$ cat src/rtl/photon_pulse_delay_mc.sv
// Multi-channel pulse delay/shaper: per-channel edge capture, due-time FIFO, programmable-width replay.
// Optional macro PHOTON_DELAY_DROP_CNT_EN adds per-channel saturating drop counters on drop_cnt.
module photon_pulse_delay_mc #(
    parameter int NUM_CH  = 4,
    parameter int DELAY_W = 8,
    parameter int WIDTH_W = 4,
    parameter int DEPTH   = 8
) (
    input  logic                        clk,
    input  logic                        rst,
    input  logic                        en,
    input  logic                        clr_ovf,
    input  logic [NUM_CH-1:0]           pulse,
    input  logic [NUM_CH*DELAY_W-1:0]   delay_cfg,
    input  logic [NUM_CH*WIDTH_W-1:0]   width_cfg,
    output logic [NUM_CH-1:0]           delayed_pulse,
    output logic [NUM_CH-1:0]           busy,
    output logic [NUM_CH-1:0]           overflow
`ifdef PHOTON_DELAY_DROP_CNT_EN
    ,
    output logic [NUM_CH*16-1:0]        drop_cnt
`endif
);

    localparam int TS_W = DELAY_W + 1;
    localparam int AW   = $clog2(DEPTH);
    // Capture at edge k, visible in the queue at k+1, fires at k+2+delay.
    localparam logic [TS_W-1:0] PIPE_OFS = TS_W'(2);

    logic [TS_W-1:0]   ts;
    logic [NUM_CH-1:0] pulse_q;

    always_ff @(posedge clk) begin
        if (rst) begin
            ts      <= '0;
            pulse_q <= '0;
        end else begin
            ts      <= ts + TS_W'(1);
            pulse_q <= pulse;
        end
    end

    for (genvar c = 0; c < NUM_CH; c++) begin : g_ch
        logic [TS_W-1:0]    mem [DEPTH];
        logic [AW:0]        wr_ptr;
        logic [AW:0]        rd_ptr;
        logic [AW:0]        fill;
        logic [TS_W-1:0]    due;
        logic [TS_W-1:0]    head;
        logic [WIDTH_W-1:0] wcnt;
        logic               out_q;
        logic               busy_q;
        logic               ovf_q;
        logic               rise;
        logic               empty;
        logic               full;
        logic               pop;
        logic               push;
        logic               drop;

        assign fill  = wr_ptr - rd_ptr;
        assign empty = (fill == '0);
        assign full  = (fill == (AW+1)'(DEPTH));
        assign head  = mem[rd_ptr[AW-1:0]];
        assign rise  = pulse[c] & ~pulse_q[c];
        assign due   = ts + TS_W'(delay_cfg[c*DELAY_W +: DELAY_W]) + PIPE_OFS;
        assign pop   = en & ~empty & (head == ts);
        // A full queue still accepts an edge when the head leaves in the same cycle.
        assign push  = en & rise & (~full | pop);
        assign drop  = en & rise & full & ~pop;

        always_ff @(posedge clk) begin
            if (push) begin
                mem[wr_ptr[AW-1:0]] <= due;
            end
        end

        always_ff @(posedge clk) begin
            if (rst || !en) begin
                wr_ptr <= '0;
                rd_ptr <= '0;
                out_q  <= 1'b0;
                wcnt   <= '0;
                busy_q <= 1'b0;
            end else begin
                if (push) begin
                    wr_ptr <= wr_ptr + (AW+1)'(1);
                end
                if (pop) begin
                    rd_ptr <= rd_ptr + (AW+1)'(1);
                end
                busy_q <= ~empty;
                // A due hit while already high reloads the width, merging the pulses.
                if (pop) begin
                    out_q <= 1'b1;
                    wcnt  <= width_cfg[c*WIDTH_W +: WIDTH_W];
                end else if (out_q) begin
                    if (wcnt == '0) begin
                        out_q <= 1'b0;
                    end else begin
                        wcnt <= wcnt - WIDTH_W'(1);
                    end
                end
            end
        end

        always_ff @(posedge clk) begin
            if (rst) begin
                ovf_q <= 1'b0;
            end else if (drop) begin
                ovf_q <= 1'b1;
            end else if (clr_ovf) begin
                ovf_q <= 1'b0;
            end
        end

        assign delayed_pulse[c] = out_q;
        assign busy[c]          = busy_q;
        assign overflow[c]      = ovf_q;

`ifdef PHOTON_DELAY_DROP_CNT_EN
        logic [15:0] dcnt;

        always_ff @(posedge clk) begin
            if (rst) begin
                dcnt <= '0;
            end else if (clr_ovf) begin
                dcnt <= drop ? 16'd1 : 16'd0;
            end else if (drop && (dcnt != 16'hFFFF)) begin
                dcnt <= dcnt + 16'd1;
            end
        end

        assign drop_cnt[c*16 +: 16] = dcnt;
`endif
    end

endmodule

$ cat config.mk
export PLATFORM = sky130hd
export DESIGN_NAME = photon_pulse_delay_mc
export DESIGN_NICKNAME = d
export VERILOG_FILES = /design/src/rtl/photon_pulse_delay_mc.sv
export SDC_FILE = /design/constraint.sdc
export NUM_CORES = 1
export LEC_CHECK = 0
export ABC_AREA = 1
export CELL_PAD_IN_SITES_DETAIL_PLACEMENT = 0
export CELL_PAD_IN_SITES_GLOBAL_PLACEMENT = 1
export CORE_ASPECT_RATIO = 0.9
export CORE_UTILIZATION = 48
export CTS_CLUSTER_DIAMETER = 120
export DETAILED_ROUTE_END_ITERATION = 16
export PLACE_DENSITY = 0.88
export REMOVE_ABC_BUFFERS = 1
export SYNTH_ARGS = -nofsm -noshare
export SYNTH_HDL_FRONTEND = slang
export SYNTH_SLANG_ARGS = --single-unit
export TNS_END_PERCENT = 50
$ cat constraint.sdc
create_clock -name clk -period 3.3 [get_ports clk]
set_clock_uncertainty 0.1 [all_clocks]
set_input_delay 0.99 -clock clk [delete_from_list [all_inputs] [get_ports clk]]
set_output_delay 0.99 -clock clk [all_outputs]
set_load 0.01 [all_outputs]
## Word level (Yosys, flattened, before mapping)

Memories as Yosys holds them, arrays and structs flattened. A register that Yosys moved wholly into a read port is not among the register bits.
Cells that the tools add are included.

| operators by class | value |
|---|---|
| multiplexer cells | 45 |
| bitwise operators | 48 |
| $add $sub $neg | 25 |
| eq/ne operators | 12 |
| reductions and logical operators | 22 |

Operators with widths:

| kind | count |
|---|---|
| 4-bit 2-to-1 mux | 12 |
| 9-bit by 2-bit adder with 9-bit output, second input constant | 4 |
| 9-bit by 8-bit adder with 9-bit output | 4 |
| 9-bit equality test | 4 |
| 4-bit by 1-bit adder with 4-bit output, second input constant | 8 |
| 4-bit zero test | 8 |
| 1-bit bitwise AND | 28 |
| 1-bit 2-to-1 mux | 25 |
| 3-bit 2-to-1 mux | 8 |
| 4-bit equality test, second input constant | 4 |
| 1-bit inverter | 16 |
| 2-bit nonzero test | 8 |
| 4-bit by 1-bit subtractor with 4-bit output, second input constant | 4 |
| 4-bit subtractor | 4 |
| 9-bit by 1-bit adder with 9-bit output, second input constant | 1 |
| 2-bit != test, second input constant | 4 |
| 2-bit AND reduction | 4 |
| 1-bit OR | 4 |
| 1-bit zero test | 1 |
| 1-bit logical OR | 1 |

| storage, ports and cells | value |
|---|---|
| flip-flop bits (word level) | 73 |
| memories | 4 |
| RAM bits | 288 |

Memories:

| name | words | bits a word | read ports | clocked after Yosys merged registers in | wr ports | line | text |
|---|---|---|---|---|---|---|---|
| g_ch[0].mem | 8 | 9 | 1 | 1 | 1 | 44 | `logic [TS_W-1:0] mem [DEPTH];` |
| g_ch[1].mem | 8 | 9 | 1 | 1 | 1 | 44 |  |
| g_ch[2].mem | 8 | 9 | 1 | 1 | 1 | 44 |  |
| g_ch[3].mem | 8 | 9 | 1 | 1 | 1 | 44 |  |

## Longest topological paths before layout

Gate-level depths: netlist of run 1.

| logic depth | value |
|---|---|
| depth after elaboration | 9 |
| depth in mapped cells | 18 |
| gate-level depth less buffers | 17 |

## Least setup slack after synthesis of run 1

No wires, ideal clock.

| path | value |
|---|---|
| path type | input to register |
| from | input port delay_cfg[9] |
| to | memory g_ch[1].mem[0][7] in the netlist's numbering, data pin |
| data required time | 2977 ps |
| path slack | 225 ps |
| cell stages on the path | 10 |
| arrival time | 2752 ps |
| cells stage by stage | inv_1 > ha_1 > inv_1 > ha_1 > inv_1 > fa_1 > o21ai_0 > a21oi_1 > o21ai_0 > xor2_1 |

| on the way | value |
|---|---|
| word-level cells in the longest chain between the ends | 2 |

Ends and longest elaborated chain:

| item | line | text |
|---|---|---|
| start: declaration | 14 | `input logic [NUM_CH*DELAY_W-1:0] delay_cfg,` |
| 9-bit by 8-bit adder with 9-bit output | 66 | `assign due = ts + TS_W'(delay_cfg[c*DELAY_W +: DELAY_W]) + PIPE_OFS;` |
| 9-bit by 2-bit adder with 9-bit output | 66 |  |
| via g_ch[1].due[7] | 48 | `logic [TS_W-1:0] due;` |
| end: declaration | 44 |  |

The timed path passes the listed nets, and every way through them passes these cells.

## Worst setup path after layout of run 1

| path | value |
|---|---|
| from | input port delay_cfg[25] |
| to | memory g_ch[3].mem[6][7] in the netlist's numbering, data pin |

| on the way | value |
|---|---|
| word-level cells in the longest chain between the ends | 2 |

Ends and longest elaborated chain:

| item | line |
|---|---|
| 9-bit by 8-bit adder with 9-bit output | 66 |
| 9-bit by 2-bit adder with 9-bit output | 66 |
| via g_ch[3].due[7] | 48 |
| end: declaration | 44 |

The timed path passes the listed nets, and every way through them passes these cells.

==> qor.yml, run 1 <==
insertion_delay_ns: 0.55
synth_area_leader_cell: "edfxtp_1"
layout_commonest_cell: "nand2_1"
combPwrFrac: 0.072
drive_gt1_frac: 0.103
worstPathMaxFanout: 8
ys_seq_area_frac: 0.556
dp.cells: 2692
cts_max_level: 2
path_class: "in2reg"
hold_viol: 0
core_sq_um: 38300
outcome: "complete, no violations"
crit_slowest_cell: "clkdlybuf4s50_1"
num_io_pins: 68
clock-sinks: 373
antenna_found_initial: 0
vias: 14300
dr.pass1.iters: 5
drc: 0
synth_area_sq_um: 18600
rows: 68
initial_core_util: 0.486
grt-ovfl-total: 0
dieWidth_microns: 210
num-nets-final: 2389
cp_top_family: "adder cells"
p_clk_frac: 0.428
place.gp.congestion: 0.848
dp_hpwl_microns: 32500
tritoncts: "built"
busiest_layer: "met2"
grt_pass1_wl_microns: 73500
synthCells: 2070
ff2ff_setup_slack_ns: 0.40
grt_max_degree: 38
die_y_microns: 189
grt_use_met2: 0.398
seq_power_share: 0.499
leakage_nw: 9.36
drv_slew: 0
max_freq_mhz: 319
synth_top_area_share: 0.464
grt_use_total: 0.239
cp_num_buf_inv: 4
yosysWarnings: 0
worstMarginPinSlew_ns: 0.657
synth_area_leaders: "edfxtp_1 46%, nand2_1 11%, dfxtp_1 9.1%"
viasPerCell: 5.17
port-buffer-count: 67
fin_cells: 2766
grt_util_met3: 0.0310
wl_per_cell_microns: 16.8
avgSynthCellArea_sq_um: 9.00
mostFrequentLayoutCells: "527 x nand2_1, 288 x edfxtp_1, 255 x inv_1, 244 x nand3_1, 222 x nor2_1"
drt-initial-drc-count: 861
die-area_sq_um: 39600
wl_microns: 46500
areaGrowthSynthToFinish_pct: 17.7
finalSetupViolCount: 0
cp_common_cell: "inv_1"
hp-class: "reg2reg"
total_power_mw: 10.5
use_met1: 0.330
grt_pass1_vias: 13800
switching_power_mw: 2.31
min_period_over_period: 0.951
internal_power_mw: 8.15
fin_util: 0.573
finalCriticalPeriod_ns: 3.14
cp.arrival_ns: 3.36
drv_cap: 0
path_clk_slew_ns: 0.06
cp-start-kind: "primary input"
root_buffer: "clkbuf_16"
ys_ff_latch: 373
max_stage_delay_ns: 0.46
relSlewSlack: 0.559
synth_cell_types: 38
antenna_cells: 0
clockBufferDepth: 3
antenna_left: 0
numCtsBuffers: 40
cp_cell_sequence: "clkdlybuf4s50_1 -> inv_1 -> ha_1 -> inv_1 -> ha_1 -> inv_1 -> fa_1 -> o21ai_0 -> a21oi_1 -> o21ai_1 -> xor2_2"
irDropWorstVdd_v: 0.000328
swShare: 0.221
endpoint_kind: "register"
p_per_area_nw_per_um2: 477
post_cts_buffers: 0
worstPathRequired_ns: 3.53
sequential cells by signal, summed over array words and instances (netlist names), named ones only:
signal       count
g_ch.mem       288
g_ch.rd_ptr     16
g_ch.wcnt       16
g_ch.wr_ptr     16
ts               9
g_ch.busy_q      4
g_ch.out_q       4
g_ch.ovf_q       4
pulse_q          4
synth_stat cells, drive strengths merged:
master and n:
nand2 533, edfxtp 288, inv 265, nand3 247
nor2 228, dfxtp 85, ha 85, a21oi 81
o21ai 80, buf 59, xor2 33, nor3 26
clkbuf 13, xnor2 13, nand4 7, clkinv 6
a21o 4, fa 4, nand3b 4, nor4 3
a211oi 2, o21a 2, and2 1, o211ai 1
path summary, 6_finish.rpt:
path | startpoint | cells after the start | end
setup / recovery | delay_cfg[25] | 11 | g_ch[3].mem[6][7]
hold reg to reg | g_ch[0].ovf_q | 2 | g_ch[0].ovf_q
hold / removal | g_ch[0].ovf_q | 2 | g_ch[0].ovf_q
setup reg to reg | register | 14 | g_ch[3].mem[4][6]
worst min-delay path, delay by kind of cell, from the launching register on:
family / cells / cell delay (ns)
simple gates: 1 / 0.06
flops: 1 / 0.31
compound gates: 1 / 0.06
metal layers:
metal	routed length [microns]	part of all wire
met4	1090	0.023
met1	20900	0.45
met3	2690	0.058
met5	0	0
met2	21800	0.47
power groups by stage:
stage / logic [mW] / clock network, mW / registers (mW)
final: 0.758 / 4.48 / 5.22
after global routing: 0.847 / 4.71 / 5.22
after CTS: 0.755 / 4.53 / 5.22
after detailed placement: 0.747 / 0 / 5.32
after global placement: 0.724 / 0 / 5.32
after floorplan: 0.396 / 0 / 5.32
cell families (layout without fill, tap and decap cells):
family,after synthesis,in the layout,share of synthesized area
buffers and inverters,343,549,0.0779
and+or+nand+nor,1049,1049,0.235
adders and majority gates,89,89,0.0614
DFF,373,373,0.556
xor gates and xnor gates,46,46,0.0216
AOI/OAI and AO/OA,170,170,0.0478
through the flow:
stage / setup slack [ns] / instance area [sq um] / hold WS (ns) / TNS, ns
final: 0.162 / 21900 / 0.381 / 0
after global routing: -0.00720 / 21900 / 0.403 / -0.00746
after CTS: 0.00768 / 21900 / 0.379 / 0
after detailed placement: -0.528 / 20500 / 0.360 / -47.30
after global placement: -0.394 / 20500 / 0.364 / -33.21
after floorplan: -0.362 / 18200 / 0.352 / -45.65
layout make-up:
| cell class | instances | area, sq um |
|---|---|---|
| fill | 3302 | 16400 |
| sequential | 373 | 10300 |
| multi-input combinational | 1354 | 6900 |
| timing repair buffer | 204 | 1740 |
| clock buffer | 53 | 1090 |
| inverter | 271 | 1020 |
| tap | 490 | 613 |
| clock inverter | 21 | 218 |
what timing repair did:
action,CTS,global route
gates resized for setup,0,12
hold buffers,0,0
endpoints found under the setup margin,0,72
Note: power is estimated with default switching activity, not from simulation.
==> run 2, diff against run 1 <==
--- a/config.mk
+++ b/config.mk
@@ -6,6 +6,7 @@
 export NUM_CORES = 1
 export LEC_CHECK = 0
 export ABC_AREA = 1
+export CAP_MARGIN = 30
 export CELL_PAD_IN_SITES_DETAIL_PLACEMENT = 0
 export CELL_PAD_IN_SITES_GLOBAL_PLACEMENT = 1
 export CORE_ASPECT_RATIO = 0.9
==> results of run 2 <==
The final DEF is identical to that of run 1; final timing and power are the same.
